$ cat config.mk
export PLATFORM = sky130hd
export DESIGN_NAME = sfx_sequencer
export DESIGN_NICKNAME = d
export VERILOG_FILES = /design/src/rtl/sfx_sequencer.sv
export SDC_FILE = /design/constraint.sdc
export NUM_CORES = 1
export LEC_CHECK = 0
export ABC_CLOCK_PERIOD_IN_PS = 2200
export CAP_MARGIN = 20
export CORE_MARGIN = 5
export CORE_UTILIZATION = 52
export CTS_BUF_LIST = sky130_fd_sc_hd__clkbuf_16
export DETAILED_ROUTE_END_ITERATION = 10
export PLACE_DENSITY = 0.77
export SLEW_MARGIN = 30
export SYNTH_ARGS = -nofsm -noshare
export SYNTH_HDL_FRONTEND = slang
export SYNTH_SLANG_ARGS = --single-unit
$ cat constraint.sdc
create_clock -name clk -period 2.2 [get_ports clk]
set_input_delay 0.22 -clock clk [delete_from_list [all_inputs] [get_ports clk]]
set_output_delay 0.22 -clock clk [all_outputs]
set_load 0.01 [all_outputs]
$ cat src/rtl/sfx_sequencer.sv
// sfx_sequencer: fixed-priority arbiter and player for four sound effects.
// Each effect is a run of 16-bit tone words read from the tone BRAM's second
// port. Every word is split into four 4-bit override tones for the music
// channels. A tone of zero lets the music through.
module sfx_sequencer #(
  parameter logic [9:0]  SFX_BASE   = 10'h200,
  parameter int unsigned SFX_SLOT   = 16,
  parameter logic [31:0] STEP_TICKS = 32'd4
) (
  input  logic        clk,
  input  logic        reset,
  input  logic [3:0]  req,
  input  logic        cancel,
  output logic [9:0]  mem_addr,
  input  logic [15:0] mem_data,
  output logic [3:0]  t0,
  output logic [3:0]  t1,
  output logic [3:0]  t2,
  output logic [3:0]  t3,
  output logic        busy,
  output logic [1:0]  active_id,
  output logic        grant,
  output logic        done
);

  typedef enum logic [2:0] {
    S_IDLE  = 3'd0,
    S_FETCH = 3'd1,
    S_LOAD  = 3'd2,
    S_PLAY  = 3'd3,
    S_DONE  = 3'd4
  } state_t;

  state_t      state_q, state_d;
  logic [3:0]  pending_q, pending_d;
  logic [9:0]  mem_addr_q, mem_addr_d;
  logic [1:0]  active_id_q, active_id_d;
  logic [31:0] step_q, step_d;
  logic [31:0] tick_q, tick_d;
  logic [15:0] tones_q, tones_d;

  logic [1:0]  sel_id;
  logic [3:0]  clear_mask;

  // First word address of an effect slot. The arithmetic wraps at 10 bits.
  function automatic logic [9:0] slot_addr(input logic [1:0] id);
    return 10'(32'(SFX_BASE) + 32'(id) * SFX_SLOT);
  endfunction

  // Fixed priority: bit 0 wins.
  function automatic logic [1:0] lowest_id(input logic [3:0] p);
    casez (p)
      4'b???1: return 2'd0;
      4'b??10: return 2'd1;
      4'b?100: return 2'd2;
      4'b1000: return 2'd3;
      default: return 2'd0;
    endcase
  endfunction

  // Next-state logic. Tones hold the previous word through FETCH and LOAD,
  // so the output never glitches to zero between words.
  always_comb begin
    state_d     = state_q;
    mem_addr_d  = mem_addr_q;
    active_id_d = active_id_q;
    step_d      = step_q;
    tick_d      = tick_q;
    tones_d     = tones_q;
    sel_id      = lowest_id(pending_q);
    clear_mask  = 4'b0000;

    case (state_q)
      S_IDLE: begin
        if (pending_q != 4'b0000) begin
          clear_mask  = 4'b0001 << sel_id;
          active_id_d = sel_id;
          mem_addr_d  = slot_addr(sel_id);
          step_d      = 32'd0;
          state_d     = S_FETCH;
        end
      end
      S_FETCH: begin
        state_d = S_LOAD;
      end
      S_LOAD: begin
        if (mem_data == 16'h0000) begin
          tones_d = 16'h0000;
          state_d = S_DONE;
        end else begin
          tones_d = mem_data;
          tick_d  = 32'd0;
          state_d = S_PLAY;
        end
      end
      S_PLAY: begin
        if (tick_q == STEP_TICKS - 32'd1) begin
          if (step_q == SFX_SLOT - 1) begin
            // The slot is used up, so no end marker is needed.
            tones_d = 16'h0000;
            state_d = S_DONE;
          end else begin
            step_d     = step_q + 32'd1;
            mem_addr_d = mem_addr_q + 10'd1;
            state_d    = S_FETCH;
          end
        end else begin
          tick_d = tick_q + 32'd1;
        end
      end
      S_DONE: begin
        state_d = S_IDLE;
      end
      default: begin
        state_d = S_IDLE;
      end
    endcase

    // A request from the effect now playing stays latched and replays later.
    // Only the id granted in this cycle is cleared.
    pending_d = (pending_q | req) & ~clear_mask;

    // Cancel drops everything, including any req that arrives in this cycle.
    if (cancel) begin
      state_d   = S_IDLE;
      tones_d   = 16'h0000;
      pending_d = 4'b0000;
    end
  end

  // State and datapath registers with synchronous reset.
  always_ff @(posedge clk) begin
    if (reset) begin
      state_q     <= S_IDLE;
      pending_q   <= 4'b0000;
      mem_addr_q  <= 10'd0;
      active_id_q <= 2'd0;
      step_q      <= 32'd0;
      tick_q      <= 32'd0;
      tones_q     <= 16'h0000;
    end else begin
      state_q     <= state_d;
      pending_q   <= pending_d;
      mem_addr_q  <= mem_addr_d;
      active_id_q <= active_id_d;
      step_q      <= step_d;
      tick_q      <= tick_d;
      tones_q     <= tones_d;
    end
  end

  assign mem_addr  = mem_addr_q;
  assign active_id = active_id_q;
  assign t0        = tones_q[15:12];
  assign t1        = tones_q[11:8];
  assign t2        = tones_q[7:4];
  assign t3        = tones_q[3:0];
  assign busy      = (state_q != S_IDLE);
  assign grant     = (state_q == S_FETCH) && (step_q == 32'd0);
  assign done      = (state_q == S_DONE);

endmodule

* Word-level counts from Yosys, hierarchy flattened *
Index checks and enable logic that the tools add are counted.

storage, ports and cells
  register bits after elaboration = 99
  output and inout port bits = 31
  bits of input ports = 23
  logic and storage cells = 67

cells by class
  equal/unequal tests = 15
  bitwise logic cells = 3
  shift operators = 1
  reduce and logical (&&, ||, !) cells = 14
  mux-type cells = 23
  $add $sub $neg = 4

operators with widths
  kind                   count
  $mux 32                5
  $pmux 32 s2            2
  $add 32x1->32 const B  2
  $mux 16                3
  $eq 32x2->1 const B    1
  $eq 32x4->1 const B    1
  $logic_not 32->1       1
  $pmux 16 s2            1
  $mux 10                3
  $pmux 10 s2            1
  $logic_not 16->1       1
  $mux 3                 4
  $ne 2x2->1 const B     6
  $pmux 3 s4             1
  $add 10x1->10 const B  1
  $add 10x6->10 const A  1
  $mux 4                 2
  $eq 3x2->1 const B     2
  $eq 3x3->1 const B     2
  $pmux 2 s3             1
  $reduce_and 3->1       2
  $and 4x4->4            1
  $eq 4x4->1 const B     1
  $not 4->4              1
  12 further kinds       14

* Longest topological paths before layout *
Gate-level depths: netlist (run 1).

  depth in word-level cells = 7
  mapped depth = 9
  depth with buffers taken out = 7

* Worst setup path before layout (run 1) *
OpenSTA, ideal clock, no wires.

  path type = register to register
  start point = register tick_q[0]
  end point = register mem_addr_q[1], in the netlist mem_addr[1]
  library setup time = 0.128 ns
  path slack = 0.078 ns
  path buffers = 1
  cell stages (with the launch flop) = 9
  clock period less this slack = 2.122 ns
  arrival time = 1.994 ns
  required time = 2.072 ns
  path through = dfxtp_1 > ha_1 > nor4b_1 > and4_2 > a21oi_4 > or3_1 > buf_2 > a22oi_1 > nor2_1

between the ends
  word-level cells in the longest chain between the ends = 3

RTL lines
  element                     RTL line  RTL
  start: declaration          39        logic [31:0] tick_q, tick_d;
  start signal: assignment    147       tick_q <= tick_d;
  $eq 32x2->1                 97        if (tick_q == STEP_TICKS - 32'd1) begin
  $ne 2x2->1 (no line)        -
  $reduce_and 4->1 (no line)  -
  end signal: assignment      144       mem_addr_q <= mem_addr_d;
  end: declaration            36        logic [9:0] mem_addr_q, mem_addr_d;

Every way passes these cells.
A chain may end at the register's enable or synchronous reset.

* Worst setup path after layout (run 1) *
  start point = register step_q[12]
  end point = register step_q[29]

between the ends
  word-level cells in the longest chain between the ends = 4
  elaborated cells between the ends (all ways) = 7
  classes of those cells = 1 x add/sub; 2 x eq/ne; 3 x mux; 1 x reduce/logical

RTL lines
  element                   RTL line  RTL
  start: declaration        38        logic [31:0] step_q, step_d;
  start signal: assignment  146       step_q <= step_d;
  $add 32x1->32             103       step_d = step_q + 32'd1;
  $mux 32                   98        if (step_q == SFX_SLOT - 1) begin
  $mux 32                   97
  $pmux 32 s2               73        case (state_q)

Several ways; a longest one is shown, not always the timed one. The select of a mux whose other input is x is not followed.

==> summary.txt, run 1 <==
STA
  • Post-layout min period: 2.14 ns
  • Fin. Hold Viols: 0
  • Worst Clk Skew: 0.00773 ns
  • Highest Clock Rate: 468 MHz
  • Final hold slack: 0.448 ns
  • Slew Limit Fails: 0
  • Slew HR: 62.2%
  • Least-Margin Pin Slew: 0.564 ns
  • Final Cycle Share: 97.1%
  • Setup TNS: 0 ns
  • Setup violations, final: 0

Setup path
  • Terminus of the critical flop-to-flop path: step_q[29]
  • CP Max Fanout: 18
  • FF-to-FF setup slack: 0.06 ns
  • Critical path data required time: 2.44 ns
  • Critical path cell sequence: or4_4 -> nand4b_4 -> o211ai_4 -> nor2_2 -> buf_12 -> a21o_1 -> a21o_1
  • CP max stage cell: or4_4
  • Worst Setup End Kind: flop
  • Setup CP Type: reg2reg
  • Worst reg2reg path depth: 7
  • Worst r2r src: step_q[12]
  • Crit start category: flop
  • Crit path arrival time: 2.38 ns
  • Most used cell along the critical path: a21o_1
  • Slowest cell delay on critical path: 0.56 ns

Finish
  • Most common cell after layout, fill and taps aside: dfxtp_1
  • Layout cell share with drive strength beyond 1: 18.5%
  • Area grow syn2layout: 28.9%
  • Diode count: 0
  • Most frequent cells in the layout: dfxtp_1, o21ai_0, buf_4
  • Design area: 0.00680 mm^2
  • Nets: 786

Global routing
  • Total GRT Usage: 25.5%
  • Final global-route overflow total: 0
  • First-pass GRT wire length: 26200 um
  • Largest net degree at the start of global routing: 35
  • Vias in the first global route: 5527
  • Antenna violations before repair: 0

Synth
  • Register area share after synthesis: 37.6%
  • Cell Area, Synth: 0.00527 mm^2
  • Post-synth EDFFs: 0
  • Syn Area/Cell: 7.98 um^2
  • YS warnings: 0
  • Post-Syn Instances: 661
  • Distinct cells, synth: 71
  • Fraction of registers with async set or reset after synthesis: 0%
  • Top FF cell, synth: dfxtp_1
  • Syn_nets: 688
  • Register bit total from synthesis: 99

Route
  • 1st-pass router iterations: 5
  • Routed WL: 15900 um
  • Via/cell ratio: 6.24
  • DRC: 0
  • Wire per inst: 17.7 um
  • DRT iter0 DRCs: 476
  • Vias: 5593
  • Post-route ant nets: 0

Placement
  • Port buffer count: 53
  • Post-DP HPWL: 11100 um
  • Cell Area, Placed: 0.00629 mm^2
  • Routability Congestion: 0.891

Min path
  • Hold path endpoint: pending_q[0]
  • Hold path cells: 3
  • Hold Crit Class: in2reg
  • Hold Path Origin: req[0]

Floorplanning
  • Die footprint: 0.0123 mm^2
  • DIE WIDTH: 111 um
  • Chip Height: 111 um
  • Core box area: 0.00982 mm^2
  • FP Rows: 36
  • Boundary pin count: 54
  • Starting density of the core: 53.7%

Job
  • Max Cap Viol: 0

Clock tree
  • Clock sinks: 99
  • Cts hold-fix bufs: 0
  • Bufs on Longest Clock Path: 2
  • CTS tree: yes
  • Worst-path clk slew: 0.06 ns
  • CTS buffer count: 9
  • Clk_lat worst skew: 0.35 ns
  • CTS H-tree depth: 3
  • CTS Root Cell: clkbuf_16

Pwr
  • P_leak: 2.42 nW
  • Pwr dens: 537 mW/mm^2
  • Peak supply drop: 0.557 mV

Run status
  • Status: completed
==> registers in the layout, summed over array words and instances, names as in the netlist <==
signal / count
step_q: 32
tick_q: 32
tones_q: 16
mem_addr: 10
pending_q: 4
state_q: 3
active_id: 2
==> area by class of cell <==
cell class                 count  area [um^2]
multi-input combinational    512         3220
timing repair buffer         121         1090
inverter                      16         60.1
clock inverter                 6         50.0
fill                         820         3020
clock buffer                   9          225
tap                          133          166
sequential                    99         1990
==> what timing repair did <==
action | in CTS | in global routing
resized for setup | 9 | 31
pin swaps | 2 | 13
cloned | 0 | 0
buffers inserted | 0 | 7
setup endpoints to repair | 9 | 66
hold endpoints to repair | 0 | 0
==> power by group <==
group	switching (mW)	internal, mW
sequential	0.0188	1.81
combinational	0.162	0.136
clock	0.666	0.857
total	0.846	2.80
==> worst max-delay path by stage <==
stage	from	endpoint
6_report	step_q[12]	step_q[29]
5_1_grt	tick_q[4]	tick_q[21]
4_1_cts	step_q[26]	step_q[4]
3_5_place_dp	tick_q[7]	mem_addr[3]
3_3_place_gp	tick_q[4]	mem_addr[1]
2_1_floorplan	tick_q[0]	mem_addr[1]
==> cells by family after synthesis <==
| family | after synthesis | synth area share (%) |
|---|---|---|
| AOI/OAI and AO/OA | 196 | 23.7 |
| adders and majority gates | 4 | 0.949 |
| buffers and inverters | 50 | 4.67 |
| and+or+nand+nor | 309 | 32.5 |
| DFF | 99 | 37.6 |
| muxes | 3 | 0.570 |
==> worst max-delay path: cells and delay by family, from the launching register on <==
family | cells | cell delay, ns
DFF | 1 | 0.36
and+or+nand+nor | 3 | 0.88
buffers and inverters | 1 | 0.17
AOI/OAI and AO/OA | 3 | 0.62
==> layer usage <==
layer | track usage, % | part of all wire, % | vias up
met2 | 45.2 | 52 | 194
met4 | 8.46 | 1.5 | 0
met5 | 0 | 0 | -
met3 | 6.11 | 6.1 | 25
li1 | - | - | 2701
met1 | 30.2 | 41 | 2673
==> metrics by stage <==
stage / instances / utilization, % / power [mW] / setup slack, ns
2_1_floorplan: 661 / - / 2.02 / 0.0780
3_3_place_gp: 874 / 64.1 / 2.14 / 0.0153
3_5_place_dp: 874 / 64.1 / 2.15 / -0.0195
4_1_cts: 889 / 67.3 / 3.66 / 0.0177
5_1_grt: 896 / 69.2 / 3.77 / -0.0462
6_report: 896 / 69.2 / 3.65 / 0.0645
==> cells in the mapped netlist, types with 6 or more instances <==
| cell type | n | share of area (%) |
|---|---|---|
| a211oi_1 | 6 | 0.85 |
| a21oi_1 | 45 | 4.3 |
| a311oi_1 | 10 | 1.7 |
| a31oi_1 | 18 | 2.1 |
| and2_1 | 7 | 0.83 |
| and3_1 | 22 | 2.6 |
| buf_2 | 9 | 0.85 |
| buf_6 | 6 | 1.3 |
| clkbuf_1 | 17 | 1.2 |
| dfxtp_1 | 99 | 38 |
| inv_1 | 15 | 1.1 |
| nand2_1 | 63 | 4.5 |
| nand3_1 | 55 | 5.2 |
| nand4_1 | 16 | 1.9 |
| nor2_1 | 53 | 3.8 |
| nor3_1 | 16 | 1.5 |
| nor4_1 | 19 | 2.3 |
| o21ai_0 | 65 | 6.2 |
| o21ai_1 | 7 | 0.66 |
| o31ai_1 | 10 | 1.4 |
| or3_1 | 8 | 0.95 |
Note: power is estimated with default switching activity, not from simulation.
==> run 2: changes to the inputs <==
CORE_MARGIN = 2   (was 5)
==> run 2 against run 1 <==
Effect of this change:
- combinational power decreased by 1%
- via count decreased by 1.0%
- register-to-register slack about the same
- power increased by 0.31%
- fmax decreased by 0.13%
- global-route usage increased by 2.4 points
- sequential cell count unchanged
- clock-buffer cell count unchanged
- critical path depth increased by 1
- clock skew increased by 0.00089 ns
- non-clock buffer count decreased by 4
- die area decreased by 11%
- critical path type unchanged
- largest cell class unchanged
- largest power group unchanged
- highest routed layer unchanged
==> summary.txt, run 2 (synthesis results as in run 1) <==
Floorplanning
  • Starting density of the core: 53.7% (unchanged)
  • Die footprint: 0.0110 mm^2 (was 0.0123 mm^2)
  • FP Rows: 36 (unchanged)
  • DIE WIDTH: 105 um (was 111 um)
  • Core box area: 0.00982 mm^2 (unchanged)
  • Boundary pin count: 54 (unchanged)
  • Chip Height: 105 um (was 111 um)

Global routing
  • Antenna violations before repair: 0 (unchanged)
  • Vias in the first global route: 5302 (was 5527)
  • Largest net degree at the start of global routing: 32 (was 35)
  • First-pass GRT wire length: 25300 um (was 26200 um)
  • Final global-route overflow total: 0 (unchanged)
  • Total GRT Usage: 28.0% (was 25.5%)

Min path
  • Hold path endpoint: mem_addr[9] (was pending_q[0])
  • Hold Path Origin: mem_addr[9] (was req[0])
  • Hold path cells: 2 (was 3)
  • Hold Crit Class: reg2reg (was in2reg)

Setup path
  • Slowest cell delay on critical path: 0.38 ns (was 0.56 ns)
  • Critical path data required time: 2.50 ns (was 2.44 ns)
  • CP max stage cell: nor3_2 (was or4_4)
  • CP bufs+invs: 2 (was 1)
  • CP delay by family, top: simple AND/OR/NAND/NOR gates (unchanged)
  • FF-to-FF setup slack: 0.06 ns (about the same)
  • CP Max Fanout: 5 (was 18)
  • Worst Setup End Kind: flop (unchanged)
  • Crit path arrival time: 2.43 ns (was 2.38 ns)
  • Worst r2r src: step_q[26] (was step_q[12])
  • Setup CP Type: reg2reg (unchanged)
  • Terminus of the critical flop-to-flop path: mem_addr[6] (was step_q[29])
  • Worst reg2reg path depth: 8 (was 7)
  • Crit start category: flop (unchanged)
  • Critical path cell sequence: nor4_2 -> nand4_1 -> buf_4 -> nor3_2 -> nor3_2 -> buf_4 -> o21ai_0 -> a32o_1 (was or4_4 -> nand4b_4 -> o211ai_4 -> nor2_2 -> buf_12 -> a21o_1 -> a21o_1)

Clock tree
  • CTS tree: yes (unchanged)
  • Clock sinks: 99 (unchanged)
  • Worst-path clk slew: 0.07 ns (was 0.06 ns)
  • Clk_lat worst skew: 0.35 ns (about the same)
  • CTS H-tree depth: 3 (unchanged)
  • CTS Root Cell: clkbuf_16 (unchanged)
  • Bufs on Longest Clock Path: 2 (unchanged)
  • CTS buffer count: 9 (unchanged)

Route
  • Via/cell ratio: 6.20 (was 6.24)
  • Post-route ant nets: 0 (unchanged)
  • Wire per inst: 17.1 um (was 17.7 um)
  • DRC: 0 (unchanged)
  • DRT iter0 DRCs: 349 (was 476)
  • Metal-1 WL: 6370 um (was 6460 um)
  • WL met2: 7560 um (was 8190 um)
  • Routed WL: 15300 um (was 15900 um)
  • WL met3: 1020 um (was 968 um)
  • 1st-pass router iterations: 8 (was 5)
  • Top Layer Used: met4 (unchanged)
  • Vias: 5537 (was 5593)

Pwr
  • Total power: 3.66 mW (was 3.65 mW)
  • Peak supply drop: 0.546 mV (was 0.557 mV)
  • Pwr dens: 545 mW/mm^2 (was 537 mW/mm^2)
  • P_leak: 2.38 nW (was 2.42 nW)

STA
  • Setup TNS: 0 ns (unchanged)
  • Final hold slack: 0.465 ns (was 0.448 ns)
  • Least-Margin Pin Slew: 0.525 ns (was 0.564 ns)
  • Highest Clock Rate: 468 MHz (about the same)
  • Post-layout min period: 2.14 ns (about the same)
  • Fin. Hold Viols: 0 (unchanged)
  • Slew HR: 64.9% (was 62.2%)
  • Worst Clk Skew: 0.00862 ns (was 0.00773 ns)
  • Slew Limit Fails: 0 (unchanged)
  • Final Cycle Share: 97.2% (was 97.1%)
  • Setup violations, final: 0 (unchanged)

Finish
  • Largest registers: step_q (32), tick_q (32), tones_q (16) (unchanged)
  • Area grow syn2layout: 27.3% (was 28.9%)
  • Most frequent cells in the layout: dfxtp_1, o21ai_0, nand2_1 (was dfxtp_1, o21ai_0, buf_4)
  • Diode count: 0 (unchanged)
  • Non-Filler Instances: 893 (was 896)
  • Nets: 782 (was 786)
  • Layout cell share with drive strength beyond 1: 17.5% (was 18.5%)
  • Final Core Density: 68.3% (was 69.2%)
  • Most common cell after layout, fill and taps aside: dfxtp_1 (unchanged)

Placement
  • Post-DP HPWL: 10900 um (was 11100 um)
  • Placed insts: 873 (was 874)
  • Routability Congestion: 0.934 (was 0.891)
  • Port buffer count: 53 (unchanged)

Job
  • Max Cap Viol: 0 (unchanged)

Run status
  • Status: completed (unchanged)
run 2: how the worst max path moves through the flow:
stage          depth (start not counted)          end  slack, ns        from
2_1_floorplan                          8  mem_addr[1]       0.08   tick_q[0]
3_3_place_gp                           7    step_q[1]       0.04   tick_q[4]
3_5_place_dp                           8    step_q[6]      -0.08   tick_q[0]
4_1_cts                                6    step_q[2]       0.02  step_q[12]
5_1_grt                                9   tick_q[16]      -0.01   tick_q[0]
6_report                               8  mem_addr[6]       0.06  step_q[26]
run 2: final cells by class:
| cell class | count | area (um^2) |
|---|---|---|
| inverter | 16 | 60.1 |
| fill | 867 | 3110 |
| tap | 133 | 166 |
| clock buffer | 9 | 225 |
| clock inverter | 7 | 60.1 |
| timing repair buffer | 117 | 1050 |
| multi-input combinational | 512 | 3160 |
| sequential | 99 | 1990 |
run 2: power by group:
part	total (mW)	switching [mW]	internal (mW)
clock network	1.54	0.674	0.865
logic	0.293	0.161	0.132
registers	1.83	0.0179	1.81
total	3.66	0.853	2.80
run 2: layer usage:
metal | vias up | track usage, %
met5 | - | 0
met4 | 0 | 9.33
met3 | 39 | 6.74
met2 | 200 | 47.0
met1 | 2620 | 35.2
li1 | 2678 | -
run 2: worst reg2reg max path: stages, from the launching register on:
cell and delay (ns):
dfxtp_1 0.36, nor4_2 0.32, nand4_1 0.25, buf_4 0.24, nor3_2 0.38, nor3_2 0.08
buf_4 0.17, o21ai_0 0.10, a32o_1 0.19
run 2: stage by stage:
step / setup slack [ns] / area, um^2
floorplan: 0.0780 / 5270
global placement: 0.0354 / 6270
detailed placement: -0.0763 / 6270
CTS: 0.0208 / 6600
global route: -0.0105 / 6710
finish: 0.0617 / 6710
run 2: what timing repair did:
action | in CTS | in global routing
pin swaps | 1 | 7
buffers inserted | 0 | 4
hold buffers | 0 | 0
setup endpoints to repair | 28 | 51
gates resized for setup | 9 | 21
==> run 3: changes to the inputs <==
--- a/config.mk
+++ b/config.mk
@@ -6,6 +6,4 @@
 export NUM_CORES = 1
 export LEC_CHECK = 0
-export ABC_CLOCK_PERIOD_IN_PS = 2200
-export CAP_MARGIN = 20
 export CORE_MARGIN = 2
 export CORE_UTILIZATION = 52
==> constraint.sdc (replaced) <==
create_clock -name clk -period 2.2 [get_ports clk]
set_input_delay 0.66 -clock clk [delete_from_list [all_inputs] [get_ports clk]]
set_output_delay 0.66 -clock clk [all_outputs]
set_load 0.01 [all_outputs]
==> run 3 against run 2 <==
Effect of this change:
- the flow now finishes with violations (setup timing)
- worst hold slack worse by 0.0073 ns
- combinational power up 21%
- non-clock buffer count is 57 higher
- clock-buffer cell count unchanged
- clock skew about the same
- first-iteration DRC count down 8.0%
- critical endpoint is now grant
- critical path depth shrank 4
- global-route usage increased by 1.8 points
- sequential share of layout area shrank 2.1 points
- power rose by 3.4%
- largest cell class unchanged
- wire length rose by 8.0%
- final cell count grew 6.4%
==> summary.txt, run 3 (synthesis results as in run 1) <==
Global routing
  • Met3 GRT Util: 4.24% (was 6.74%)
  • Total GRT Usage: 29.7% (was 28.0%)
  • Final global-route overflow total: 0 (unchanged)
  • First-pass GRT wire length: 26800 um (was 25300 um)
  • M2 GR Usage: 51.7% (was 47.0%)
  • Vias in the first global route: 5653 (was 5302)
  • Antenna violations before repair: 0 (unchanged)
  • Gr busiest metal: met2 (unchanged)
  • M1 GR Usage: 36.9% (was 35.2%)
  • Largest net degree at the start of global routing: 32 (unchanged)

Pwr
  • P_sw: 0.924 mW (was 0.853 mW)
  • Total power: 3.78 mW (was 3.66 mW)
  • P_leak: 2.71 nW (was 2.38 nW)
  • Combinational share of power: 9.4% (was 8.0%)
  • Peak supply drop: 0.355 mV (was 0.546 mV)
  • Internal power: 2.86 mW (was 2.80 mW)
  • Pwr dens: 524 mW/mm^2 (was 545 mW/mm^2)
  • Sequential fraction of design power: 48.2% (was 49.9%)
  • Switching part of the total power: 24.4% (was 23.3%)
  • Clock share of power: 42.5% (was 42.1%)

Floorplanning
  • Boundary pin count: 54 (unchanged)
  • Die footprint: 0.0110 mm^2 (unchanged)
  • Starting density of the core: 53.7% (unchanged)
  • Chip Height: 105 um (unchanged)
  • FP Rows: 36 (unchanged)
  • Core box area: 0.00982 mm^2 (unchanged)
  • DIE WIDTH: 105 um (unchanged)

Clock tree
  • Clock sinks: 99 (unchanged)
  • CTS Root Cell: clkbuf_16 (unchanged)
  • CTS tree: yes (unchanged)
  • CTS buffer count: 9 (unchanged)
  • Worst-path clk slew: 0.07 ns (about the same)
  • Bufs on Longest Clock Path: 2 (unchanged)
  • Clk_lat worst skew: 0.35 ns (about the same)
  • CTS H-tree depth: 3 (unchanged)

STA
  • Slew Limit Fails: 0 (unchanged)
  • RSZ-0062 raised after global routing: true
  • Slew HR: 65.1% (was 64.9%)
  • Setup violations, final: 1 (was 0)
  • Final worst-path setup slack: -0.194 ns (was 0.0617 ns)
  • Final Cycle Share: 109% (was 97.2%)
  • Fin. Hold Viols: 0 (unchanged)
  • Worst Clk Skew: 0.00881 ns (was 0.00862 ns)
  • Least-Margin Pin Slew: 0.522 ns (was 0.525 ns)
  • Post-layout min period: 2.39 ns (was 2.14 ns)
  • Final hold slack: 0.457 ns (was 0.465 ns)
  • Highest Clock Rate: 418 MHz (was 468 MHz)

Route
  • Routed WL: 16500 um (was 15300 um)
  • Wire per inst: 17.4 um (was 17.1 um)
  • Vias: 5862 (was 5537)
  • Post-route ant nets: 0 (unchanged)
  • 1st-pass router iterations: 5 (was 8)
  • DRT iter0 DRCs: 321 (was 349)
  • DRC: 0 (unchanged)
  • Via/cell ratio: 6.17 (was 6.20)

Placement
  • DP Worst Slack: -0.451 ns (was -0.0763 ns)
  • Port buffer count: 53 (unchanged)
  • Placed insts: 928 (was 873)
  • Routability Congestion: 0.898 (was 0.934)
  • Post-DP HPWL: 11500 um (was 10900 um)

Setup path
  • Crit start category: flop (unchanged)
  • Crit path arrival time: 1.73 ns (was 2.43 ns)
  • Setup CP Type: reg2out (was reg2reg)
  • CP Max Fanout: 2 (was 5)
  • Worst Setup End Kind: output port (was flop)
  • Slowest cell delay on critical path: 0.36 ns (was 0.38 ns)
  • CP max stage cell: nor4_2 (was nor3_2)
  • Critical path cell sequence: nor4_4 -> nand4_1 -> nor4_2 -> buf_2 (was nor4_2 -> nand4_1 -> buf_4 -> nor3_2 -> nor3_2 -> buf_4 -> o21ai_0 -> a32o_1)
  • Critical path data required time: 1.54 ns (was 2.50 ns)

Finish
  • Most common cell after layout, fill and taps aside: buf_4 (was dfxtp_1)
  • Area grow syn2layout: 36.9% (was 27.3%)
  • Diode count: 0 (unchanged)
  • Layout cell share with drive strength beyond 1: 24.8% (was 17.5%)
  • Nets: 839 (was 782)
  • Largest registers: step_q (32), tick_q (32), tones_q (16) (unchanged)
  • FILL cells: 742 (was 867)
  • Non-Filler Instances: 950 (was 893)
  • Most frequent cells in the layout: buf_4, dfxtp_1, o21ai_0 (was dfxtp_1, o21ai_0, nand2_1)

Min path
  • Hold Crit Class: reg2reg (unchanged)

Run status
  • Status: finished, violations left (was completed)
  • Violated checks: setup timing

Job
  • Max Cap Viol: 0 (unchanged)
## run 3: cell count changes in the layout (fill, tap and decap cells not counted), sizes merged
cell and delta:
buf +58, clkbuf +1, clkdlybuf4s50 -2, clkinv +2, clkinvlp -1, inv -1
## run 3: power by group through the flow
stage	combinational, mW	sequential, mW	clock, mW
2_1_floorplan	0.152	1.87	0
4_1_cts	0.338	1.82	1.60
3_5_place_dp	0.335	1.86	0
6_report	0.355	1.82	1.61
5_1_grt	0.383	1.82	1.68
3_3_place_gp	0.326	1.86	0
## run 3: layout make-up
| type | instances | area (um^2) | share of cell area, % |
|---|---|---|---|
| repair buffers | 174 | 1480 | 20.5 |
| clock inverters | 7 | 68.8 | 0.953 |
| inverters | 16 | 60.1 | 0.832 |
| multi-input cells | 512 | 3240 | 44.8 |
| flip-flops and latches | 99 | 1990 | 27.5 |
| well taps | 133 | 166 | 2.30 |
| clock buffers | 9 | 225 | 3.12 |
## run 3: critical path: cells and delay by family, from the launching register on
kind,cells,cell delay (ns)
simple gates,3,0.85
flops,1,0.34
buf+inv,1,0.19
## run 3: path summary, 6_finish.rpt
path	startpoint	end	slack, ns	depth (start not counted)
worst min-delay path	tones_q[5]	tones_q[5]	0.46	2
worst min register to register	tones_q[5]	tones_q[5]	0.46	2
worst max-delay path	step_q[27]	grant	-0.19	4
worst max register to register	step_q[27]	mem_addr[9]	0.10	9
## run 3: timing repair
| action | in CTS | in global routing |
|---|---|---|
| endpoints found under the setup margin | 31 | 46 |
| setup buffers | 0 | 7 |
| pin swaps | 2 | 14 |
| hold buffers | 0 | 0 |
| gates resized for setup | 16 | 34 |
## run 3: metrics by stage
step / TNS, ns / util, % / instance area (um^2)
floorplan: 0 / - / 5270
global placement: -8.05 / 68.2 / 6700
detailed placement: -12.50 / 68.2 / 6700
CTS: -0.209 / 71.6 / 7030
global route: -0.299 / 73.5 / 7220
finish: -0.194 / 73.5 / 7220
## run 3: metal layers
layer  wire length, um  share of wire (%)  vias up
li1                  -                  -     2797
met2              8340                 50      206
met4               408                2.5        0
met3               847                5.1       37
met5                 0                  0        -
met1              6920                 42     2822
